==> src/rtl/fp_classify_pipe.sv <==
// Registered IEEE-754 classifier: one-hot FCLASS mask plus optional DAZ flush,
// with per-class saturating event counters readable through a select port.
module fp_classify_pipe #(
    parameter int EXP_W  = 11,
    parameter int MANT_W = 52,
    parameter int CNT_W  = 16
) (
    input  logic                    clk,
    input  logic                    rst_n,
    input  logic                    in_valid,
    output logic                    in_ready,
    input  logic [EXP_W+MANT_W:0]   in_data,
    input  logic                    in_daz,
    output logic                    out_valid,
    input  logic                    out_ready,
    output logic [EXP_W+MANT_W:0]   out_data,
    output logic [9:0]              out_class,
    input  logic                    cnt_clear,
    input  logic [3:0]              cnt_sel,
    output logic [CNT_W-1:0]        cnt_value
);
    localparam int W = 1 + EXP_W + MANT_W;
    localparam logic [CNT_W-1:0] CNT_ONE = 1;
    localparam logic [CNT_W-1:0] CNT_MAX = '1;

    logic                w_sign;
    logic [EXP_W-1:0]    w_exp;
    logic [MANT_W-1:0]   w_mant;
    logic                w_exp_ones;
    logic                w_exp_zero;
    logic                w_mant_zero;
    logic                w_flush;
    logic                w_accept;
    logic [9:0]          w_class;
    logic [W-1:0]        w_data;

    logic                r_valid;
    logic [W-1:0]        r_data;
    logic [9:0]          r_class;
    logic [CNT_W-1:0]    r_cnt [10];

    assign w_sign      = in_data[W-1];
    assign w_exp       = in_data[W-2:MANT_W];
    assign w_mant      = in_data[MANT_W-1:0];
    assign w_exp_ones  = &w_exp;
    assign w_exp_zero  = ~|w_exp;
    assign w_mant_zero = ~|w_mant;
    assign w_flush     = in_daz && w_exp_zero && !w_mant_zero;

    assign in_ready = !r_valid || out_ready;
    assign w_accept = in_valid && in_ready;

    // A flushed denormal becomes a zero of the same sign.
    assign w_data = w_flush ? {w_sign, {(W-1){1'b0}}} : in_data;

    always_comb begin
        w_class = '0;
        if (w_exp_ones) begin
            if (w_mant_zero)
                w_class[w_sign ? 0 : 7] = 1'b1;
            else if (w_mant[MANT_W-1])
                w_class[9] = 1'b1;
            else
                w_class[8] = 1'b1;
        end else if (w_exp_zero) begin
            if (w_mant_zero || w_flush)
                w_class[w_sign ? 3 : 4] = 1'b1;
            else
                w_class[w_sign ? 2 : 5] = 1'b1;
        end else begin
            w_class[w_sign ? 1 : 6] = 1'b1;
        end
    end

    always_ff @(posedge clk or negedge rst_n) begin
        if (!rst_n) begin
            r_valid <= 1'b0;
            r_data  <= '0;
            r_class <= '0;
        end else if (w_accept) begin
            r_valid <= 1'b1;
            r_data  <= w_data;
            r_class <= w_class;
        end else if (out_ready) begin
            r_valid <= 1'b0;
        end
    end

    // Clear has priority over counting an operand accepted in the same cycle.
    always_ff @(posedge clk or negedge rst_n) begin
        if (!rst_n) begin
            for (int i = 0; i < 10; i++) r_cnt[i] <= '0;
        end else if (cnt_clear) begin
            for (int i = 0; i < 10; i++) r_cnt[i] <= '0;
        end else if (w_accept) begin
            for (int i = 0; i < 10; i++)
                if (w_class[i] && (r_cnt[i] != CNT_MAX))
                    r_cnt[i] <= r_cnt[i] + CNT_ONE;
        end
    end

    always_comb begin
        cnt_value = '0;
        for (int i = 0; i < 10; i++)
            if (cnt_sel == 4'(i)) cnt_value = r_cnt[i];
    end

    assign out_valid = r_valid;
    assign out_data  = r_data;
    assign out_class = r_class;

endmodule

==> config.mk <==
export PLATFORM = sky130hd
export DESIGN_NAME = fp_classify_pipe
export DESIGN_NICKNAME = d
export VERILOG_FILES = /design/src/rtl/fp_classify_pipe.sv
export SDC_FILE = /design/constraint.sdc
export NUM_CORES = 1
export LEC_CHECK = 0
export ABC_AREA = 1
export BUFFER_PORTS_ARGS = -buffer_cell sky130_fd_sc_hd__buf_2
export CORE_AREA = 2 2 180 218
export CTS_BUF_LIST = sky130_fd_sc_hd__clkbuf_16
export DETAILED_ROUTE_END_ITERATION = 12
export DIE_AREA = 0 0 182 220
export PLACE_DENSITY_LB_ADDON = 0.3
export SLEW_MARGIN = 25
export SYNTH_ARGS = -nofsm -noshare
export SYNTH_HDL_FRONTEND = slang
export SYNTH_SLANG_ARGS = --single-unit
==> constraint.sdc <==
create_clock -name clk -period 1.55 [get_ports clk]
set_input_delay 0.0775 -clock clk [delete_from_list [all_inputs] [get_ports clk]]
set_output_delay 0.0775 -clock clk [all_outputs]
set_load 0.01 [all_outputs]
* Word level (Yosys, flattened, before mapping)
Index checks and enable logic that the tools add are counted.
** Storage, ports and cells
- Register bits after elaboration :: 235
- Input port bits :: 74
- Output and inout port bits :: 92
- Logic and storage cells :: 142
** Cells by class
- Add/subtract/negate cells :: 10
- Magnitude comparators :: 8
- Equal/unequal tests :: 19
- Mux-type cells :: 44
- Reductions and logical operators :: 48
** Operators with widths (number)
- 2-to-1 mux 16 bit :: 20
- 2-to-1 mux 160 bit :: 2
- adder 16 x 1 -> 16 bit (second input constant) :: 10
- != test 16 bit (second input constant) :: 10
- 2-to-1 mux 63 bit :: 1
- OR reduction 52 bit :: 1
- 2-to-1 mux 10 bit :: 3
- nonzero test 2 bit :: 12
- less-than comparator 3 x 5 -> 1 bit (second input constant) :: 4
- AND reduction 2 bit :: 10
- logical AND 1 bit :: 17
- demux 1 bit (select 4 bit) :: 4
- equality test 4 x 3 -> 1 bit (second input constant) :: 4
- greater-or-equal comparator 3 x 1 -> 1 bit (second input constant) :: 4
- 2-to-1 mux 3 bit :: 4
- AND reduction 11 bit :: 1
- OR reduction 11 bit :: 1
- equality test 4 x 2 -> 1 bit (second input constant) :: 2
- equality test 4 bit (second input constant) :: 2
- 2-to-1 mux 1 bit :: 8
- 2-to-1 mux 8 bit :: 1
- equality test 4 x 1 -> 1 bit (second input constant) :: 1
- logical NOT 4 bit :: 1
- logical NOT 1 bit :: 3
- other kinds (2) :: 3

* Longest topological paths before layout
- Depth after elaboration :: 12
- Depth in mapped cells :: 12
- Gate-level depth less buffers :: 11

* Worst setup path after synthesis
No wires, ideal clock.
- Kind :: flip-flop to flip-flop
- From :: register r_cnt[0] (netlist bit)
- To :: register r_cnt[9] (netlist bit)
- Arrival time :: 1.607 ns
- Setup slack :: -0.175 ns
- Stages on the path, launching flop included :: 11
- Period minus slack after synthesis :: 1.725 ns
- Cells stage by stage :: dfrtp_1 > ha_1 > nand2_1 > nor2_1 > nand2_1 > clkinv_1 > a31oi_2 > a21oi_4 > buf_4 > nand2_1 > nand2_1
** Between the ends
- Cells in the longest elaborated chain, start to end :: 4
** RTL lines
- from (decl) :: RTL line 40 : logic [CNT_W-1:0] r_cnt [10];
- from (signal, indexed assignment) :: RTL line 98 : r_cnt[i] <= r_cnt[i] + CNT_ONE;
- adder 16 x 1 -> 16 bit or != test 16 bit (tied branches) :: RTL line 98, 97
- 2-to-1 mux 16 bit or logical AND 1 bit (tied branches) :: RTL line 97 : if (w_class[i] && (r_cnt[i] != CNT_MAX))
- 2-to-1 mux 160 bit or nonzero test 2 bit (tied branches)
- 2-to-1 mux 160 bit or AND reduction 2 bit (tied branches)
Several ways; a longest one is shown, not always the timed one. The select of a mux whose other input is x is not followed.
A chain may end at the register's enable or synchronous reset.

* Final worst setup path
- From :: register r_cnt[132] (netlist bit)
- To :: output port cnt_value[4]
** Between the ends
- Cells in the longest elaborated chain, start to end :: 9
** RTL lines
- 2-to-1 mux 16 bit (9 in series) :: RTL line 105 : if (cnt_sel == 4'(i)) cnt_value = r_cnt[i];
- to (decl) :: RTL line 20 : output logic [CNT_W-1:0] cnt_value
Every way passes these cells.

==> flow_metrics.py <==
metrics = {
    "synth": {
        "synth_common_cells": "nand2_1, nand3_1, nor2_1",
        "synthAdderAreaFrac_pct": 0.833,
        "synthCells": 2126,
        "synth_simple_gate_area_share_pct": 42.9,
        "synth_compound_area_share_pct": 2.33,
        "ys_async_sr_fraction_pct": 100,
        "yosysSeqAreaShare_pct": 39.1,
        "synth_top_family_by_area": "simple AND/OR/NAND/NOR gates",
        "synth_edf_count": 0,
        "synthFlopType": "dfrtp_1",
        "synthTopCellsByArea": "dfrtp_1, nand2_1, nand3_1",
        "synth_area_um2": 15000,
        "avgSynthCellArea_um2": 7.07,
        "yosys_warnings": 0,
        "synth_cell_type_count": 41,
        "synth_xor_area_share_pct": 6.70,
        "synth_largest_area_cell": "dfrtp_1",
        "synth_nets": 2210,
        "yosysTopAreaCellShare_pct": 39.1,
        "yosys-mux-area-fraction_pct": 0,
        "synth.most_common_cell": "nand2_1",
        "synth-seq-cells": 235,
    },
    "drt": {
        "ant_nets": 0,
        "drc": 0,
        "vias": 17400,
        "wl_per_cell_um": 17.7,
        "viasPerCell": 5.37,
        "drtPass1Iterations": 6,
        "drt_iter0_markers": 1378,
        "finalWirelength_um": 57300,
    },
    "floorplanning": {
        "chipHeight_um": 220,
        "fp.dieW_um": 182,
        "start_util_pct": 39.4,
        "placementRows": 79,
        "ios": 166,
        "die-area_um2": 40000,
        "core_area_um2": 38200,
    },
    "clock_network": {
        "clkSinkCount": 235,
        "cts_max_level": 1,
        "clk_pin_slew_worst_paths_ns": 0.06,
        "cts_buffer_depth": 3,
        "cts_buffers": 27,
        "clk_latency_ns": 0.56,
        "root_buffer": "clkbuf_16",
        "tritoncts": "yes",
    },
    "sta": {
        "worstMarginPinSlew_ns": 0.604,
        "fmax_mhz": 482,
        "final.period_utilization_pct": 134,
        "hold_violations": 0,
        "post-route-min-period_ns": 2.07,
        "relSlewSlack_pct": 59.7,
        "setup_slack_ns": -0.523,
        "skew_ns": 0.0130,
        "slew_viol_final": 0,
        "finalSetupViolations": 149,
        "rsz0062_at_grt": "true",
    },
    "global_route": {
        "overflow": 0,
        "grt_max_degree": 56,
        "grt_usage_pct": 27.4,
        "grt_pass1_wl_um": 88400,
        "grt_pass1_vias": 17100,
        "antenna_found_initial": 1,
    },
    "run_status": {
        "status": "finished, violations left",
        "violations": "setup timing",
    },
    "critical_path": {
        "required_ns": 1.47,
        "critical_path_arrival_ns": 2.00,
        "path_max_fanout": 2,
        "start_kind": "flip-flop",
        "r2r_cells": 11,
        "reg2reg_slack_ns": -0.29,
        "rr_endpoint": "r_cnt[108]",
        "rr_startpoint": "out_valid",
        "crit_type": "reg -> out",
        "critPathCaptureType": "primary output",
    },
    "place": {
        "io_buffers": 165,
        "place_congestion": 0.991,
        "dp_hpwl_um": 37900,
    },
    "power": {
        "finalPower_uw": 15200,
        "ir_drop_mv": 0.719,
        "p_leak_uw": 0.0115,
        "power.density_nw_per_um2": 660,
    },
    "run": {
        "maxCapViolations": 0,
    },
    "cells_and_area": {
        "drive_gt1_share_pct": 36.3,
        "nets": 2822,
        "diodes": 0,
        "syn2layout_area_growth_pct": 53.5,
        "post-route-util_pct": 60.5,
    },
    "min_path": {
        "hold_start": "in_valid",
        "hold_path_depth": 5,
        "worstHoldPathType": "in -> reg",
        "hold_end": "out_class[1]",
    },
}
[worst max path at each step]
stage               startpoint           end  slack, ns  depth (start not counted)
floorplan            out_valid     r_cnt[27]      -0.10                         10
global placement     out_valid    r_cnt[120]      -0.23                         11
detailed placement  cnt_sel[2]  cnt_value[8]      -0.24                         13
CTS                 r_cnt[129]  cnt_value[1]      -0.54                          9
global route        r_cnt[128]  cnt_value[0]      -0.55                          8
finish              r_cnt[132]  cnt_value[4]      -0.52                          8
[cells by family after synthesis]
group / count (synthesis)
compound gates: 63
simple gates: 1414
buf+inv: 289
flops: 235
fa+ha+maj: 10
xor+xnor: 115
[timing repair]
| action | 4_1_cts | 5_1_grt |
|---|---|---|
| cloned | 12 | 5 |
| resized for setup | 249 | 175 |
| setup buffers | 57 | 34 |
| hold buffers | 65 | 0 |
| hold endpoints to repair | 299 | 0 |
| pin swaps | 129 | 135 |
| endpoints found under the setup margin | 161 | 243 |
[critical path, cell delays in order (launching register included)]
cell     delay, ns
dfrtp_1       0.43
buf_6         0.15
nand2_2       0.06
nand2_2       0.06
nor2_4        0.10
nand4_1       0.18
nor2_1        0.18
nand4_1       0.11
buf_2         0.16
[per-stage QoR]
stage | cell area (um^2) | setup TNS, ns | hold WS, ns | std cells | setup slack, ns
floorplan | 15100 | -5.12 | -0.218 | 2126 | -0.101
global placement | 18900 | -15.30 | 0.00679 | 3029 | -0.227
detailed placement | 18900 | -20.48 | 0.00298 | 3029 | -0.245
CTS | 22100 | -23.78 | 0.0138 | 3210 | -0.539
global route | 23100 | -42.92 | 0.0432 | 3242 | -0.551
finish | 23100 | -31.19 | 0.0219 | 3242 | -0.523
[routing by layer]
| metal | global-route usage, % | share of wire, % | vias to the layer above | routed length, um |
|---|---|---|---|---|
| li1 | - | - | 8125 | - |
| met3 | 4.12 | 6.5 | 193 | 3710 |
| met1 | 31.8 | 38 | 8370 | 21600 |
| met2 | 49.4 | 50 | 716 | 28900 |
| met5 | 0 | 0.028 | - | 16 |
| met4 | 13.7 | 5.3 | 2 | 3020 |
[flip-flops by register name, summed over array words and instances, names as in the netlist]
register,cells
r_cnt,160
out_data,64
out_class,10
out_valid,1
[cells in the final DEF (no fill, tap or decap), types with 33 or more instances in the layout]
master	synthesis	routed
buf_2	20	160
buf_4	6	349
buf_6	8	43
clkbuf_16	0	33
dfrtp_1	235	223
dlygate4sd3_1	0	65
inv_1	197	176
nand2_1	645	582
nand2_2	8	58
nand3_1	274	175
nand3_2	16	101
nand4_1	128	128
nor2_1	238	205
nor3_1	62	47
xor2_1	96	95
[power by group]
group,switching (uW),leakage (uW),internal (uW)
logic,1240,0.00791,907
registers,158,0.00314,6400
clock network,2720,0.000446,3800
total,4110,0.0115,11100
[layout make-up]
cell class                 instances  area [um^2]
clock buffer                      27          676
clock inverter                    20          194
fill                            3208        15100
inverter                         204          805
multi-input combinational       1607         9380
sequential                       235         5900
tap                              486          608
timing repair buffer             663         5510
Power figures use the tool's default switching activity.
